## src/rtl/mem_arbiter_if.sv

```systemverilog
// Port bundle for mem_arbiter: fetch and data requester handshakes plus the shared memory bus.
// The arbiter takes the slave view; the surrounding CPU/memory environment takes the master view.
interface mem_arbiter_if #(
  parameter int AW = 32,
  parameter int DW = 32
);
  logic          if_req;
  logic [AW-1:0] if_addr;
  logic          if_done;
  logic [DW-1:0] if_rdata;

  logic          dm_req;
  logic          dm_rw;
  logic [AW-1:0] dm_addr;
  logic [DW-1:0] dm_wdata;
  logic          dm_done;
  logic [DW-1:0] dm_rdata;

  logic          bus_req;
  logic          bus_we;
  logic [AW-1:0] bus_addr;
  logic [DW-1:0] bus_wdata;
  logic          bus_ack;
  logic [DW-1:0] bus_rdata;

  modport slave (
    input  if_req, if_addr, dm_req, dm_rw, dm_addr, dm_wdata, bus_ack, bus_rdata,
    output if_done, if_rdata, dm_done, dm_rdata, bus_req, bus_we, bus_addr, bus_wdata
  );

  modport master (
    output if_req, if_addr, dm_req, dm_rw, dm_addr, dm_wdata, bus_ack, bus_rdata,
    input  if_done, if_rdata, dm_done, dm_rdata, bus_req, bus_we, bus_addr, bus_wdata
  );
endinterface

```

## src/rtl/mem_arbiter.sv

```systemverilog
// Two-requester arbiter for a single-ported memory bus: data beats fetch, except that a
// bounded run of data grants while fetch waits forces the next grant to fetch.
module mem_arbiter #(
  parameter int AW         = 32,
  parameter int DW         = 32,
  parameter int STARVE_MAX = 4
) (
  input  logic         clock,
  input  logic         reset,
  mem_arbiter_if.slave arb
);

  localparam int CW = $clog2(STARVE_MAX + 1);
  localparam logic [CW-1:0] CNT_MAX = CW'(STARVE_MAX);

  localparam logic [1:0] IDLE = 2'd0;
  localparam logic [1:0] BUSY = 2'd1;
  localparam logic [1:0] DONE = 2'd2;

  logic [1:0]    state;
  logic          owner;
  logic [CW-1:0] starve_cnt;

  logic          bus_req;
  logic          bus_we;
  logic [AW-1:0] bus_addr;
  logic [DW-1:0] bus_wdata;
  logic          if_done;
  logic          dm_done;
  logic [DW-1:0] if_rdata;
  logic [DW-1:0] dm_rdata;

  logic any_req;
  logic starved;
  logic fetch_win;

  function automatic logic [CW-1:0] sat_inc(input logic [CW-1:0] v);
    return (v == CNT_MAX) ? v : v + 1'b1;
  endfunction

  always_comb begin
    any_req   = arb.if_req | arb.dm_req;
    starved   = (starve_cnt == CNT_MAX);
    fetch_win = arb.if_req & (~arb.dm_req | starved);
  end

  always_ff @(posedge clock) begin
    if (reset) begin
      state      <= IDLE;
      owner      <= 1'b0;
      starve_cnt <= '0;
      bus_req    <= 1'b0;
      bus_we     <= 1'b0;
      bus_addr   <= '0;
      bus_wdata  <= '0;
      if_done    <= 1'b0;
      dm_done    <= 1'b0;
      if_rdata   <= '0;
      dm_rdata   <= '0;
    end else begin
      if_done <= 1'b0;
      dm_done <= 1'b0;
      case (state)
        // Arbitration: the winner's fields are frozen onto the bus for the whole transaction
        IDLE: begin
          if (any_req) begin
            state   <= BUSY;
            bus_req <= 1'b1;
            owner   <= ~fetch_win;
            if (fetch_win) begin
              bus_we   <= 1'b0;
              bus_addr <= arb.if_addr;
            end else begin
              bus_we    <= arb.dm_rw;
              bus_addr  <= arb.dm_addr;
              bus_wdata <= arb.dm_wdata;
            end
            starve_cnt <= (~fetch_win & arb.if_req) ? sat_inc(starve_cnt) : '0;
          end
        end
        // Memory access: wait for the ack and route read data to the owner only
        BUSY: begin
          if (arb.bus_ack) begin
            bus_req <= 1'b0;
            state   <= DONE;
            if (owner) begin
              dm_done <= 1'b1;
              if (!bus_we) dm_rdata <= arb.bus_rdata;
            end else begin
              if_done  <= 1'b1;
              if_rdata <= arb.bus_rdata;
            end
          end
        end
        // Done pulse cycle: deliberately no arbitration so a still-held request is not re-granted
        DONE:    state <= IDLE;
        default: state <= IDLE;
      endcase
    end
  end

  assign arb.bus_req   = bus_req;
  assign arb.bus_we    = bus_we;
  assign arb.bus_addr  = bus_addr;
  assign arb.bus_wdata = bus_wdata;
  assign arb.if_done   = if_done;
  assign arb.if_rdata  = if_rdata;
  assign arb.dm_done   = dm_done;
  assign arb.dm_rdata  = dm_rdata;

endmodule

```

## src/flat_wrapper.sv

```systemverilog
// flat-port wrapper written by rule: the top's interface ports become plain ports
module mem_arbiter_flat 
#(
  parameter int AW         = 32,
  parameter int DW         = 32,
  parameter int STARVE_MAX = 4
)
  (clock, reset, arb_if_req, arb_if_addr, arb_dm_req, arb_dm_rw, arb_dm_addr, arb_dm_wdata, arb_bus_ack, arb_bus_rdata, arb_if_done, arb_if_rdata, arb_dm_done, arb_dm_rdata, arb_bus_req, arb_bus_we, arb_bus_addr, arb_bus_wdata);
  mem_arbiter_if #(.AW(AW), .DW(DW)) arb_i ();
  input  logic clock;
  input  logic reset;
  input wire logic [$bits(arb_i.if_req)-1:0] arb_if_req;
  input wire logic [$bits(arb_i.if_addr)-1:0] arb_if_addr;
  input wire logic [$bits(arb_i.dm_req)-1:0] arb_dm_req;
  input wire logic [$bits(arb_i.dm_rw)-1:0] arb_dm_rw;
  input wire logic [$bits(arb_i.dm_addr)-1:0] arb_dm_addr;
  input wire logic [$bits(arb_i.dm_wdata)-1:0] arb_dm_wdata;
  input wire logic [$bits(arb_i.bus_ack)-1:0] arb_bus_ack;
  input wire logic [$bits(arb_i.bus_rdata)-1:0] arb_bus_rdata;
  output wire logic [$bits(arb_i.if_done)-1:0] arb_if_done;
  output wire logic [$bits(arb_i.if_rdata)-1:0] arb_if_rdata;
  output wire logic [$bits(arb_i.dm_done)-1:0] arb_dm_done;
  output wire logic [$bits(arb_i.dm_rdata)-1:0] arb_dm_rdata;
  output wire logic [$bits(arb_i.bus_req)-1:0] arb_bus_req;
  output wire logic [$bits(arb_i.bus_we)-1:0] arb_bus_we;
  output wire logic [$bits(arb_i.bus_addr)-1:0] arb_bus_addr;
  output wire logic [$bits(arb_i.bus_wdata)-1:0] arb_bus_wdata;
  assign arb_i.if_req = arb_if_req;
  assign arb_i.if_addr = arb_if_addr;
  assign arb_i.dm_req = arb_dm_req;
  assign arb_i.dm_rw = arb_dm_rw;
  assign arb_i.dm_addr = arb_dm_addr;
  assign arb_i.dm_wdata = arb_dm_wdata;
  assign arb_i.bus_ack = arb_bus_ack;
  assign arb_i.bus_rdata = arb_bus_rdata;
  assign arb_if_done = arb_i.if_done;
  assign arb_if_rdata = arb_i.if_rdata;
  assign arb_dm_done = arb_i.dm_done;
  assign arb_dm_rdata = arb_i.dm_rdata;
  assign arb_bus_req = arb_i.bus_req;
  assign arb_bus_we = arb_i.bus_we;
  assign arb_bus_addr = arb_i.bus_addr;
  assign arb_bus_wdata = arb_i.bus_wdata;
  mem_arbiter #(.AW(AW), .DW(DW), .STARVE_MAX(STARVE_MAX)) u_core (.clock(clock), .reset(reset), .arb(arb_i));
endmodule
```

## config.mk

```make
export PLATFORM = sky130hd
export DESIGN_NAME = mem_arbiter_flat
export DESIGN_NICKNAME = d
export VERILOG_FILES = /design/src/rtl/mem_arbiter_if.sv /design/src/rtl/mem_arbiter.sv /design/src/flat_wrapper.sv
export SDC_FILE = /design/constraint.sdc
export NUM_CORES = 1
export LEC_CHECK = 0
export ABC_AREA = 1
export ABC_CLOCK_PERIOD_IN_PS = 3200
export CORE_MARGIN = 4
export CORE_UTILIZATION = 45
export DETAILED_ROUTE_END_ITERATION = 8
export PLACE_DENSITY = 0.86
export SETUP_SLACK_MARGIN = 0.5
export SKIP_CTS_REPAIR_TIMING = 1
export SYNTH_ARGS = -nofsm -noshare
export SYNTH_HDL_FRONTEND = slang
export SYNTH_SLANG_ARGS = --single-unit
export TNS_END_PERCENT = 20
```

## constraint.sdc

```tcl
create_clock -name clock -period 3.2 [get_ports clock]
set_clock_uncertainty 0.05 [all_clocks]
set_input_delay 0.64 -clock clock [delete_from_list [all_inputs] [get_ports clock]]
set_output_delay 0.64 -clock clock [all_outputs]
set_load 0.1 [all_outputs]
```

Yosys cells after proc, flatten, opt, wreduce, memory -nomap -nowiden
Index checks and enable logic that the tools add are counted.

Output and inout bits: 132. Word-level logic and storage cells: 49. Bits of input ports: 134. Register bits after elaboration: 138. ROM bits: 0. RAM bits: 0. Memories kept: 0. Latch bits: 0.

Bitwise logic cells: 10. Equal/unequal tests: 5. Magnitude comparators: 0. Reductions and logical operators: 10. Add/sub/neg operators: 1. Shift operators: 0. Divide/modulo/power cells: 0. $mul: 0. Mux-type cells: 12.

Operator list (count): two-way mux 32 bit (1); AND reduction 3 bit (4); two-way mux 3 bit (2); inverter 1 bit (6); two-way mux 1 bit (5); two-way mux 2 bit (2); != test 2 bit, second input constant (2); one-hot mux 2 bit (2 select lines) (1); AND reduction 2 bit (2); AND reduction 4 bit (1); adder 3 x 1 -> 3 bit, second input constant (1); == test 3 bit, second input constant (1); OR reduction 3 bit (1); AND 1 bit (2); == test 2 x 1 -> 1 bit, second input constant (1); zero test 2 bit (1); != test 2 x 1 -> 1 bit, second input constant (1); OR 1 bit (2); one-hot mux 1 bit (2 select lines) (1); nonzero test 2 bit (1).

Logic depth before layout (Yosys ltp)
Word-level depth: 7. Mapped depth: 10. Depth with buffers taken out: 9.

Worst setup path after synthesis
Ideal clock, no wire load.

Kind: reg-to-reg. Start: register u_core.bus_we, in the netlist u_core.arb.bus_we. End: register u_core.dm_rdata[11], in the netlist u_core.arb.dm_rdata[11]. Path slack: 1.410 ns. Data required time: 3.032 ns. Library setup time: 0.118 ns. Arrival time: 1.622 ns. Clock period less this slack: 1.790 ns. Stages on the path, launching flop included: 7. Cell sequence: dfxtp_1 inv_1 nand2_1 nor2_2 clkbuf_1 o21ai_0 nor2_1.

Word-level cells in the longest chain between the ends: 2.

Ends and longest elaborated chain: start, declared (line mem_arbiter.sv:25) `logic bus_we;`; start signal, assigned (line mem_arbiter.sv:74) `bus_we <= arb.dm_rw;`; inverter 1 bit (no line); AND reduction 4 bit (no line); end signal, assigned (line mem_arbiter.sv:88) `if (!bus_we) dm_rdata <= arb.bus_rdata;`; end, declared (line mem_arbiter.sv:31) `logic [DW-1:0] dm_rdata;`.

No other way between the ends. A chain may end at the register's enable or synchronous reset.

Final worst setup path
Start: input arb_if_req. End: register u_core.bus_wdata[21], in the netlist u_core.arb.bus_wdata[21].

Word-level cells in the longest chain between the ends: 3.

Ends and longest elaborated chain: start, declared (line flat_wrapper.sv:12) `input wire logic [$bits(arb_i.if_req)-1:0] arb_if_req;`; AND 1 bit (line mem_arbiter.sv:44) `fetch_win = arb.if_req & (~arb.dm_req | starved);`; inverter 1 bit; AND reduction 3 bit (no line) (*); end signal, assigned (line mem_arbiter.sv:76) `bus_wdata <= arb.dm_wdata;`; end, declared (line mem_arbiter.sv:27) `logic [DW-1:0] bus_wdata;`.

Every way passes the cells marked *; elsewhere a longest branch is shown, timed or not.

==> results_dict.tcl <==
set metrics [dict create \
    clockBufferDepth 2 \
    diodes 0 \
    synth_area_mm2 0.00575 \
    setup_viol 0 \
    wl_met3_um 1400 \
    nets 1173 \
    final_common_cell "nor2_1" \
    grt_pass1_wl_um 27700 \
    startpoint_type "input pin" \
    p_seq_share_pct 33.5 \
    hold_path.class "flop to flop" \
    timing.final.crit_share_pct 64.4 \
    post-dp-hpwl_um 12400 \
    drt-pass1-iter-count 5 \
    dr_wl_met2_um 8990 \
    slew_headroom_pct 62.7 \
    dr.max_layer_used "met4" \
    setup_tns_ns 0 \
    totalWireLength_um 17700 \
    synth_cell_types 24 \
    synth_top_area_share_pct 48.0 \
    clkSinkCount 138 \
    cp_max_fo 44 \
    root_buffer "clkbuf_16" \
    slew_violations 0 \
    fmax_mhz 486 \
    clk_pin_slew_worst_paths_ns 0.06 \
    wl_per_cell_um 14.5 \
    p_int_mw 3.58 \
    cts_tree "done" \
    cp.arrival_ns 2.32 \
    status "completed" \
    cts_made_buffers 17 \
    timing.critical_path.cells "clkdlybuf4s50_1, nor2_4, nor2_8, buf_12, nand3b_1, nand2_1, nor2_1" \
    cp-end-kind "flop" \
    most-common-layout-cells "nor2_1, buf_4, dfxtp_1, clkdlybuf4s50_1, nand2_1" \
    drive_gt1_share_pct 17.9 \
    grt_use_total_pct 23.6 \
    dieWidth_um 121 \
    switching_share_pct 37.9 \
    initial_utilization_pct 45.8 \
    drc 0 \
    dr_total_vias 6046 \
    syn_nets 933 \
    grt_max_degree 48 \
    drt_iter0_drc 428 \
    clkPwrFrac_pct 34.2 \
    period_needed_ns 2.06 \
    cp.required_ns 3.46 \
    clk_latency_ns 0.41 \
    hold_viol 0 \
    peakVddDrop_mv 0.325 \
    cap_violations 0 \
    die_height_um 121 \
    crit_slowest_cell "clkdlybuf4s50_1" \
    dieArea_mm2 0.0147 \
    crit_path_max_incr_delay_ns 0.64 \
    rsz0062_at_grt "no" \
    drtAntennaViolNets 0 \
    io_pins 266 \
    worst_slew_pin_slew_ns 0.556 \
    seq_area_frac_synth_pct 48.0 \
    synth_seq_cells 138 \
    core_mm2 0.0126 \
    power.density_mw_per_mm2 659 \
    antenna_found_initial 0 \
    fp-row-count 41 \
    dpl.cell_count 1190 \
    detail_route.vias_per_cell 4.95 \
    syn_inst 797 \
    syn2layout_area_growth_pct 52.5 \
    portBuffers 265 \
    ys_top_cells_by_area "dfxtp_1, nor2_1, nand2_1, nand3_1, o21ai_0" \
    gp_congestion 0.815 \
    m1WireLength_um 6940 \
    htree_levels 4 \
    stdcell_count 1221 \
    leakage_nw 4.08 \
    yosysWarnings 0 \
    grt_overflow 0 \
    synth_top_area_cell "dfxtp_1" \
    power_switching_mw 2.19 \
    power_frac_comb_pct 32.3 \
    grt_pass1_vias 5651 \
    crit_type "input pin to flop" \
    syn_avg_cell_area_um2 7.22 \
]
[per-stage QoR]
stage | hold slack, ns | utilization (%) | instance area [um2] | total power [mW] | setup WS, ns
after CTS | 0.418 | 69.8 | 8770 | 5.81 | 1.16
after global routing | 0.454 | 69.8 | 8770 | 6.00 | 1.01
after detailed placement | 0.407 | 65.0 | 8170 | 3.84 | 0.716
after global placement | 0.404 | 65.0 | 8170 | 3.82 | 0.777
after floorplan | 0.415 | - | 5750 | 3.34 | 1.41
final | 0.414 | 69.8 | 8770 | 5.77 | 1.14
[synthesized netlist by cell type, drive strengths merged]
cell,count
nand3b,32
ha,2
nand2,110
nor2,207
o21ai,67
a21oi,37
nor3b,1
nor3,32
nand4,1
inv,41
dfxtp,138
clkbuf,30
buf,31
nand3,67
clkinv,1
[logic make-up after synthesis]
family | share of synthesized area [%]
AO/OA/AOI/OAI | 9.05
adder cells (fa/ha/maj) | 0.435
buffers and inverters | 8.03
flip-flops | 48.0
AND/OR/NAND/NOR | 34.4
[routing by layer]
metal,GRT usage [%],vias to the layer above
li1,-,3040
met1,26.8,2772
met2,41.4,203
met3,7.09,31
met4,9.42,0
met5,0,-
[power by group through the flow]
stage	sequential (mW)	combinational, mW	clock (mW)
after floorplan	2.92	0.420	0
after global placement	1.97	1.85	0
after detailed placement	1.97	1.87	0
after CTS	1.93	1.87	2.01
after global routing	1.95	1.96	2.09
final	1.93	1.87	1.97
[worst max-delay path: cells and delay by family]
kind / cells / cell delay [ns]
buf+inv: 2 / 0.92
simple gates: 5 / 0.73
[worst paths after layout]
kind	start	cells past startpoint	slack [ns]	to
hold reg to reg	u_core.arb.bus_req$_SDFFE_PP0P_	2	0.41	u_core.arb.bus_req$_SDFFE_PP0P_
hold / removal	u_core.arb.bus_req$_SDFFE_PP0P_	2	0.41	u_core.arb.bus_req$_SDFFE_PP0P_
setup reg to reg	u_core.starve_cnt[0]$_SDFFE_PP0P_	9	1.40	u_core.arb.bus_wdata[13]$_SDFFE_PP0P_
setup / recovery	arb_if_req	7	1.14	u_core.arb.bus_wdata[21]$_SDFFE_PP0P_
[area by class of cell]
class                           instances  area [um2]
Clock buffer                           20         447
Tap cell                              172         215
Inverter                               42         158
Clock inverter                         11         146
Multi-Input combinational cell        556        2530
Fill cell                            1038        3800
Timing Repair Buffer                  282        2510
Sequential cell                       138        2760
[flip-flops by register name, summed over array words and instances, names as in the netlist]
signal and count:
u_core.arb.bus_addr 32, u_core.arb.bus_wdata 32, u_core.arb.dm_rdata 32, u_core.arb.if_rdata 32
u_core.starve_cnt 3, u_core.state 2, u_core.arb.bus_req 1, u_core.arb.bus_we 1
u_core.arb.dm_done 1, u_core.arb.if_done 1, u_core.owner 1
(Power assumes the default switching activity.)
